<file path="config.mk">
export PLATFORM = sky130hd
export DESIGN_NAME = id_stage
export DESIGN_NICKNAME = d
export VERILOG_FILES = /design/src/rtl/id_pkg.sv /design/src/rtl/id_stage_reg_file.sv /design/src/rtl/id_stage.sv
export SDC_FILE = /design/constraint.sdc
export NUM_CORES = 2
export LEC_CHECK = 0
export BUFFER_PORTS_ARGS = -buffer_cell sky130_fd_sc_hd__buf_4
export CORE_UTILIZATION = 50
export DETAILED_ROUTE_END_ITERATION = 16
export GPL_TIMING_DRIVEN = 0
export PLACE_DENSITY_LB_ADDON = 0.1
export SLEW_MARGIN = 20
export SYNTH_ARGS = -nofsm -noshare
export SYNTH_HDL_FRONTEND = slang
export SYNTH_SLANG_ARGS = --single-unit
</file>
<file path="constraint.sdc">
create_clock -name i_clk -period 45.7 [get_ports i_clk]
set_input_delay 9.14 -clock i_clk [delete_from_list [all_inputs] [get_ports i_clk]]
set_output_delay 9.14 -clock i_clk [all_outputs]
set_load 0.005 [all_outputs]
</file>
<file path="src/rtl/id_pkg.sv">
// Shared constants and types for the instruction-decode stage.
package id_pkg;

  localparam int DW_DEFAULT = 32;
  localparam int AW_DEFAULT = 5;

  localparam logic [5:0] OP_RTYPE = 6'h00;
  localparam logic [5:0] OP_LW    = 6'h23;
  localparam logic [5:0] OP_SW    = 6'h2B;
  localparam logic [5:0] OP_BEQ   = 6'h04;
  localparam logic [5:0] OP_ADDI  = 6'h08;

  localparam logic [1:0] ALUOP_ADD   = 2'b00;
  localparam logic [1:0] ALUOP_SUB   = 2'b01;
  localparam logic [1:0] ALUOP_FUNCT = 2'b10;

  // Control bundle carried from decode into ID/EX; all-zero is a bubble.
  typedef struct packed {
    logic       reg_dst;
    logic       alu_src;
    logic       mem_read;
    logic       mem_write;
    logic       mem_to_reg;
    logic       reg_write;
    logic [1:0] alu_op;
  } ctrl_t;

endpackage

</file>
<file path="src/rtl/id_stage_reg_file.sv">
// Register file: two combinational read ports with writeback bypass, one
// write port, register 0 hard-wired to zero.
module reg_file
  import id_pkg::*;
#(
  parameter int DW = DW_DEFAULT,
  parameter int AW = AW_DEFAULT
) (
  input  logic          clk,
  input  logic          rst,
  input  logic          we,
  input  logic [AW-1:0] waddr,
  input  logic [DW-1:0] wdata,
  input  logic [AW-1:0] raddr1,
  input  logic [AW-1:0] raddr2,
  output logic [DW-1:0] rdata1,
  output logic [DW-1:0] rdata2
);

  localparam int NREG = 2 ** AW;

  logic [DW-1:0] regs [NREG];

  // Storage: cleared on reset; writes to register 0 are dropped so it always reads 0.
  always_ff @(posedge clk or posedge rst) begin
    if (rst) begin
      for (int i = 0; i < NREG; i++) begin
        regs[i] <= '0;
      end
    end else if (we && (waddr != '0)) begin
      regs[waddr] <= wdata;
    end
  end

  // Reads see a same-cycle writeback so decode never picks up a stale value.
  always_comb begin
    rdata1 = regs[raddr1];
    rdata2 = regs[raddr2];
    if (we && (waddr == raddr1) && (raddr1 != '0)) rdata1 = wdata;
    if (we && (waddr == raddr2) && (raddr2 != '0)) rdata2 = wdata;
  end

endmodule

</file>
<file path="src/rtl/id_stage.sv">
// Instruction decode: control decode, register read, sign extension, early
// branch resolution, hazard detection and the ID/EX pipeline register.
module id_stage
  import id_pkg::*;
#(
  parameter int DW = DW_DEFAULT,
  parameter int AW = AW_DEFAULT
) (
  input  logic          i_clk,
  input  logic          i_rst,
  input  logic [DW-1:0] i_next_pc,
  input  logic [DW-1:0] i_instr,
  input  logic          i_wb_en,
  input  logic [AW-1:0] i_wb_addr,
  input  logic [DW-1:0] i_wb_data,
  input  logic          i_exmem_reg_write,
  input  logic [AW-1:0] i_exmem_rd,
  output logic          o_PCSrc,
  output logic [DW-1:0] o_branch_addr,
  output logic          o_stall,
  output logic          o_flush,
  output logic [DW-1:0] o_pc4,
  output logic [DW-1:0] o_rs_data,
  output logic [DW-1:0] o_rt_data,
  output logic [DW-1:0] o_imm,
  output logic [AW-1:0] o_rs,
  output logic [AW-1:0] o_rt,
  output logic [AW-1:0] o_rd,
  output logic [1:0]    o_alu_op,
  output logic [5:0]    o_funct,
  output logic          o_reg_dst,
  output logic          o_alu_src,
  output logic          o_mem_read,
  output logic          o_mem_write,
  output logic          o_mem_to_reg,
  output logic          o_reg_write
);

  // Instruction fields
  logic [5:0]    opcode;
  logic [AW-1:0] rs, rt, rd;
  logic [5:0]    funct;
  logic [DW-1:0] imm;

  assign opcode = i_instr[31:26];
  assign rs     = i_instr[25:21];
  assign rt     = i_instr[20:16];
  assign rd     = i_instr[15:11];
  assign funct  = i_instr[5:0];
  assign imm    = {{(DW-16){i_instr[15]}}, i_instr[15:0]};

  logic [DW-1:0] rs_data, rt_data;

  reg_file #(.DW(DW), .AW(AW)) u_reg_file (
    .clk    (i_clk),
    .rst    (i_rst),
    .we     (i_wb_en),
    .waddr  (i_wb_addr),
    .wdata  (i_wb_data),
    .raddr1 (rs),
    .raddr2 (rt),
    .rdata1 (rs_data),
    .rdata2 (rt_data)
  );

  // ID/EX pipeline register contents
  ctrl_t         ctrl_reg, ctrl_dec, ctrl_next;
  logic [DW-1:0] pc4_reg, rs_data_reg, rt_data_reg, imm_reg;
  logic [AW-1:0] rs_reg, rt_reg, rd_reg;
  logic [5:0]    funct_reg;

  logic is_beq, rt_is_src;

  // Main control decode; unknown opcodes fall through as an all-zero bubble.
  always_comb begin
    ctrl_dec  = '0;
    is_beq    = 1'b0;
    rt_is_src = 1'b0;
    case (opcode)
      OP_RTYPE: begin
        ctrl_dec.reg_dst   = 1'b1;
        ctrl_dec.reg_write = 1'b1;
        ctrl_dec.alu_op    = ALUOP_FUNCT;
        rt_is_src          = 1'b1;
      end
      OP_LW: begin
        ctrl_dec.alu_src    = 1'b1;
        ctrl_dec.mem_read   = 1'b1;
        ctrl_dec.mem_to_reg = 1'b1;
        ctrl_dec.reg_write  = 1'b1;
        ctrl_dec.alu_op     = ALUOP_ADD;
      end
      OP_SW: begin
        ctrl_dec.alu_src   = 1'b1;
        ctrl_dec.mem_write = 1'b1;
        ctrl_dec.alu_op    = ALUOP_ADD;
        rt_is_src          = 1'b1;
      end
      OP_BEQ: begin
        ctrl_dec.alu_op = ALUOP_SUB;
        is_beq          = 1'b1;
        rt_is_src       = 1'b1;
      end
      OP_ADDI: begin
        ctrl_dec.alu_src   = 1'b1;
        ctrl_dec.reg_write = 1'b1;
        ctrl_dec.alu_op    = ALUOP_ADD;
      end
      default: ;
    endcase
  end

  logic [AW-1:0] ex_dest;
  logic          load_use, branch_haz, stall, take_branch;

  // Hazards: a load feeding the next instruction, or a beq whose operands
  // are still being produced one or two stages ahead (branch compares in ID).
  always_comb begin
    ex_dest  = ctrl_reg.reg_dst ? rd_reg : rt_reg;
    load_use = ctrl_reg.mem_read && (rt_reg != '0) &&
               ((rt_reg == rs) || (rt_is_src && (rt_reg == rt)));
    branch_haz = is_beq &&
      ((ctrl_reg.reg_write && (ex_dest != '0) && ((ex_dest == rs) || (ex_dest == rt))) ||
       (i_exmem_reg_write && (i_exmem_rd != '0) &&
        ((i_exmem_rd == rs) || (i_exmem_rd == rt))));
    stall       = !i_rst && (load_use || branch_haz);
    take_branch = !i_rst && is_beq && !stall && (rs_data == rt_data);
    // Branches are fully resolved here, so a beq never proceeds as real work.
    ctrl_next   = (stall || is_beq) ? ctrl_t'('0) : ctrl_dec;
  end

  assign o_stall       = stall;
  assign o_PCSrc       = take_branch;
  assign o_flush       = take_branch;
  assign o_branch_addr = i_next_pc + {imm[DW-3:0], 2'b00};

  // ID/EX register: loads every cycle; data fields follow decode even for bubbles.
  always_ff @(posedge i_clk or posedge i_rst) begin
    if (i_rst) begin
      ctrl_reg    <= '0;
      pc4_reg     <= '0;
      rs_data_reg <= '0;
      rt_data_reg <= '0;
      imm_reg     <= '0;
      rs_reg      <= '0;
      rt_reg      <= '0;
      rd_reg      <= '0;
      funct_reg   <= '0;
    end else begin
      ctrl_reg    <= ctrl_next;
      pc4_reg     <= i_next_pc;
      rs_data_reg <= rs_data;
      rt_data_reg <= rt_data;
      imm_reg     <= imm;
      rs_reg      <= rs;
      rt_reg      <= rt;
      rd_reg      <= rd;
      funct_reg   <= funct;
    end
  end

  assign o_pc4        = pc4_reg;
  assign o_rs_data    = rs_data_reg;
  assign o_rt_data    = rt_data_reg;
  assign o_imm        = imm_reg;
  assign o_rs         = rs_reg;
  assign o_rt         = rt_reg;
  assign o_rd         = rd_reg;
  assign o_funct      = funct_reg;
  assign o_alu_op     = ctrl_reg.alu_op;
  assign o_reg_dst    = ctrl_reg.reg_dst;
  assign o_alu_src    = ctrl_reg.alu_src;
  assign o_mem_read   = ctrl_reg.mem_read;
  assign o_mem_write  = ctrl_reg.mem_write;
  assign o_mem_to_reg = ctrl_reg.mem_to_reg;
  assign o_reg_write  = ctrl_reg.reg_write;

endmodule

</file>
==> summary.txt <==
Placed design
  – PortBufs: 301
  – GPL Wtd Cong: 1.06
  – Post-place instance area: 65700 um^2
  – Dpl cells: 6264
  – Placed wire-length estimate: 185 mm

Detailed routing
  – DR iter-0 viols: 7167
  – DRC Markers: 4
  – Drt total wl: 271 mm
  – Via count: 46600
  – Drt pass-1 iters: 14
  – Drt wl/cell: 41.6 um
  – DR vias/cell: 7.15
  – Antenna viol nets, final: 0

Layout
  – Final Instance Area: 70200 um^2
  – P&R area growth vs syn: 16.4%
  – Most frequent cells in the layout: 1153 x dfrtp_1, 860 x mux2_2, 454 x mux4_2, 350 x buf_4, 254 x nand2_1
  – Layout cells sized above 1: 44.2%
  – Area taken by flip-flops and latches: 28900 um^2
  – Most common cell after layout, fill and taps aside: dfrtp_1
  – Fill count: 9822
  – Final core utilization: 58.6%
  – Fin nets: 4928
  – Multi-input gate area: 29100 um^2
  – Final cell count without fillers: 6520

Die
  – Initial core utilization: 50.3%
  – Num ports: 302
  – Die width: 349 um
  – DIE HEIGHT: 349 um
  – Die Outline Area: 122000 um^2
  – Core Box Area: 120000 um^2
  – Floorplan row count: 127

Outcome
  – Status: finished with violations
  – Failing checks: DRC

Clocking
  – Clk slew on worst S/H paths: 60 ps
  – Root Buffer: clkbuf_16
  – Clock Latency Late Sink: 810 ps
  – CTS tree: yes
  – CTS Hold Buffers Added: 0
  – Clock sink count: 1153
  – Setup bufs post-CTS: 0
  – # resized after CTS: 0
  – Clock Tree Buf Depth: 3
  – Total CTS buffers: 134
  – # H-tree levels: 4

Worst setup path
  – CP Data Arrival Time: 16080 ps
  – Crit start category: input pin
  – Max FO, Critical Path: 10
  – CP required: 36560 ps
  – Kind of critical path: input pin to primary output
  – Critical path capture point type: primary output

Timing
  – Unrepaired setup endpoints after global routing: no
  – Final Hold Viols: 0
  – Final worst path period share: 55.2%
  – Post-layout min period: 25220 ps
  – Slew margin rel.: 8.58%
  – Clock skew: 25.4 ps
  – Setup_tns: 0 ps
  – Worst-margin pin slew: 1370 ps
  – Slew Limit Fails: 0
  – Final setup fails: 0
  – F_max: 39.6 MHz

Global route
  – Largest net degree at the start of global routing: 106
  – First-pass GRT wire length: 368 mm
  – GRT Overall Usage: 44.7%
  – Vias in the first global route: 44600
  – Total congestion overflow: 0
  – Antenna violations before repair: 27

Logic synthesis
  – Synth Instances: 4313
  – YS warnings: 0
  – Synth Area in XOR/XNOR: 1.44%
  – Post-synth EDFFs: 0
  – Post-synth ARST share: 100%
  – Most used DFF post-synth: dfrtp_1
  – Mux contribution to synthesized area: 36.2%
  – Synth cell types: 69
  – Mean Syn Cell Area: 14.0 um^2
  – Seq/Total Area, Yosys: 47.8%
  – Mapped Nets: 4453
  – Mapped Area: 60300 um^2
  – Main combinational cell family by area after synthesis: multiplexers
  – Synth Area in Compound Gates: 5.71%
  – Synth Area in Adders: 0.635%
  – Number of synthesized register bits: 1153
  – Area share of and/or/nand/nor cells after synthesis: 4.18%

Pwr
  – Leak: 0.0309 uW
  – Net switching power figure: 928 uW
  – Sw Share: 29.5%
  – Pwr/cell area: 44.8 nW/um^2
  – Worst VDD drop: 0.0416 mV
  – Combinational group share of total power: 21.9%
  – Clk pwr share: 35.4%
  – Total power: 3140 uW
  – Internal Power: 2220 uW
  – Reg power frac: 42.7%

Min path
  – Worst Hold Class: flop to flop

Flow run
  – Max-capacitance violation count: 0
kinds of logic after synthesis:
logic type / count (synthesis)
xor+xnor: 99
buf+inv: 477
mux: 1488
fa+ha+maj: 30
simple gates: 556
flops: 1153
compound gates: 509
other cells: 1
routing by layer:
| metal | wire length [um] | global-route usage (%) |
|---|---|---|
| met4 | 22100 | 30.7 |
| met3 | 41200 | 20.5 |
| met1 | 96300 | 56.4 |
| met5 | 105 | 0 |
| met2 | 111000 | 61.1 |
cell type report:
type                       count  area share, %
antenna                       18         0.0641
buffer                       456           3.57
clock buffer                 198           5.77
clock inverter                40          0.590
inverter                      21          0.123
multi-input combinational   2683           41.4
sequential                  1153           41.1
tap                         1612           2.87
timing repair buffer         339           4.51
Yosys cell counts, drive strengths merged (5+ instances only):
cell / n / area [um^2]
mux4: 464 / 10500
nand4: 50 / 313
o21bai: 6 / 45.0
nor2: 106 / 398
and3: 6 / 37.5
a41oi: 7 / 61.3
a22oi: 23 / 173
a22o: 67 / 587
mux2i: 164 / 1640
o22a: 5 / 43.8
a21o: 18 / 135
xnor2: 66 / 578
nand3: 56 / 280
or2: 7 / 43.8
a221oi: 76 / 666
nand2b: 7 / 43.8
a21oi: 59 / 295
inv: 20 / 75.1
and2: 11 / 68.8
a31oi: 42 / 263
nand2: 254 / 953
nor3: 24 / 120
buf: 184 / 1320
nor2b: 7 / 43.8
ha: 29 / 363
clkbuf: 272 / 1020
dfrtp: 1153 / 28900
o211ai: 6 / 45.0
o31a: 6 / 52.6
o21ai: 156 / 785
mux2: 860 / 9680
xor2: 33 / 289
o22ai: 14 / 87.6
critical path: stages:
cell,delay (ps)
buf_4,80
clkbuf_1,450
nand2_1,920
nor2_2,830
buf_8,260
clkbuf_1,940
a221oi_1,210
a31oi_1,380
xnor2_1,460
nand4_1,510
nor4_1,1150
and4bb_1,450
buf_4,150
buf_4,90
state kept, by name (all words and copies together), names as in the netlist, 2 cells and up:
| signal | flops |
|---|---|
| u_reg_file.regs | 1024 |
| o_rs_data | 32 |
| o_funct | 5 |
| o_imm | 7 |
| o_pc4 | 32 |
| o_rt_data | 32 |
| o_rt | 5 |
| o_rs | 5 |
| o_rd | 4 |
| o_alu_op | 2 |
power groups by stage:
stage	logic (uW)	registers, uW	clock network, uW
final	688	1340	1110
after global routing	714	1360	1150
after CTS	671	1330	1110
after detailed placement	668	1350	0
after global placement	652	1350	0
after floorplan	450	1320	0
final timing paths:
path,startpoint,endpoint,slack [ps],cells past startpoint
worst max-delay path,i_instr[25],o_flush,20480,14
worst min-delay path,u_reg_file.regs[1017],u_reg_file.regs[1017],480,1
worst max register to register,o_rt[2],o_reg_write,43440,8
worst min register to register,u_reg_file.regs[1017],u_reg_file.regs[1017],480,1
max in group asynchronous,i_rst,u_reg_file.regs[930],35370,6
min in group asynchronous,i_rst,o_mem_read,8310,2
metrics by stage:
step,worst slack (ps),hold slack (ps)
after floorplan,4090,438
after global placement,-9430,454
after detailed placement,21080,468
after CTS,21090,480
after global routing,20990,491
final,20480,479
No activity file was read; power rests on OpenSTA's default activity.
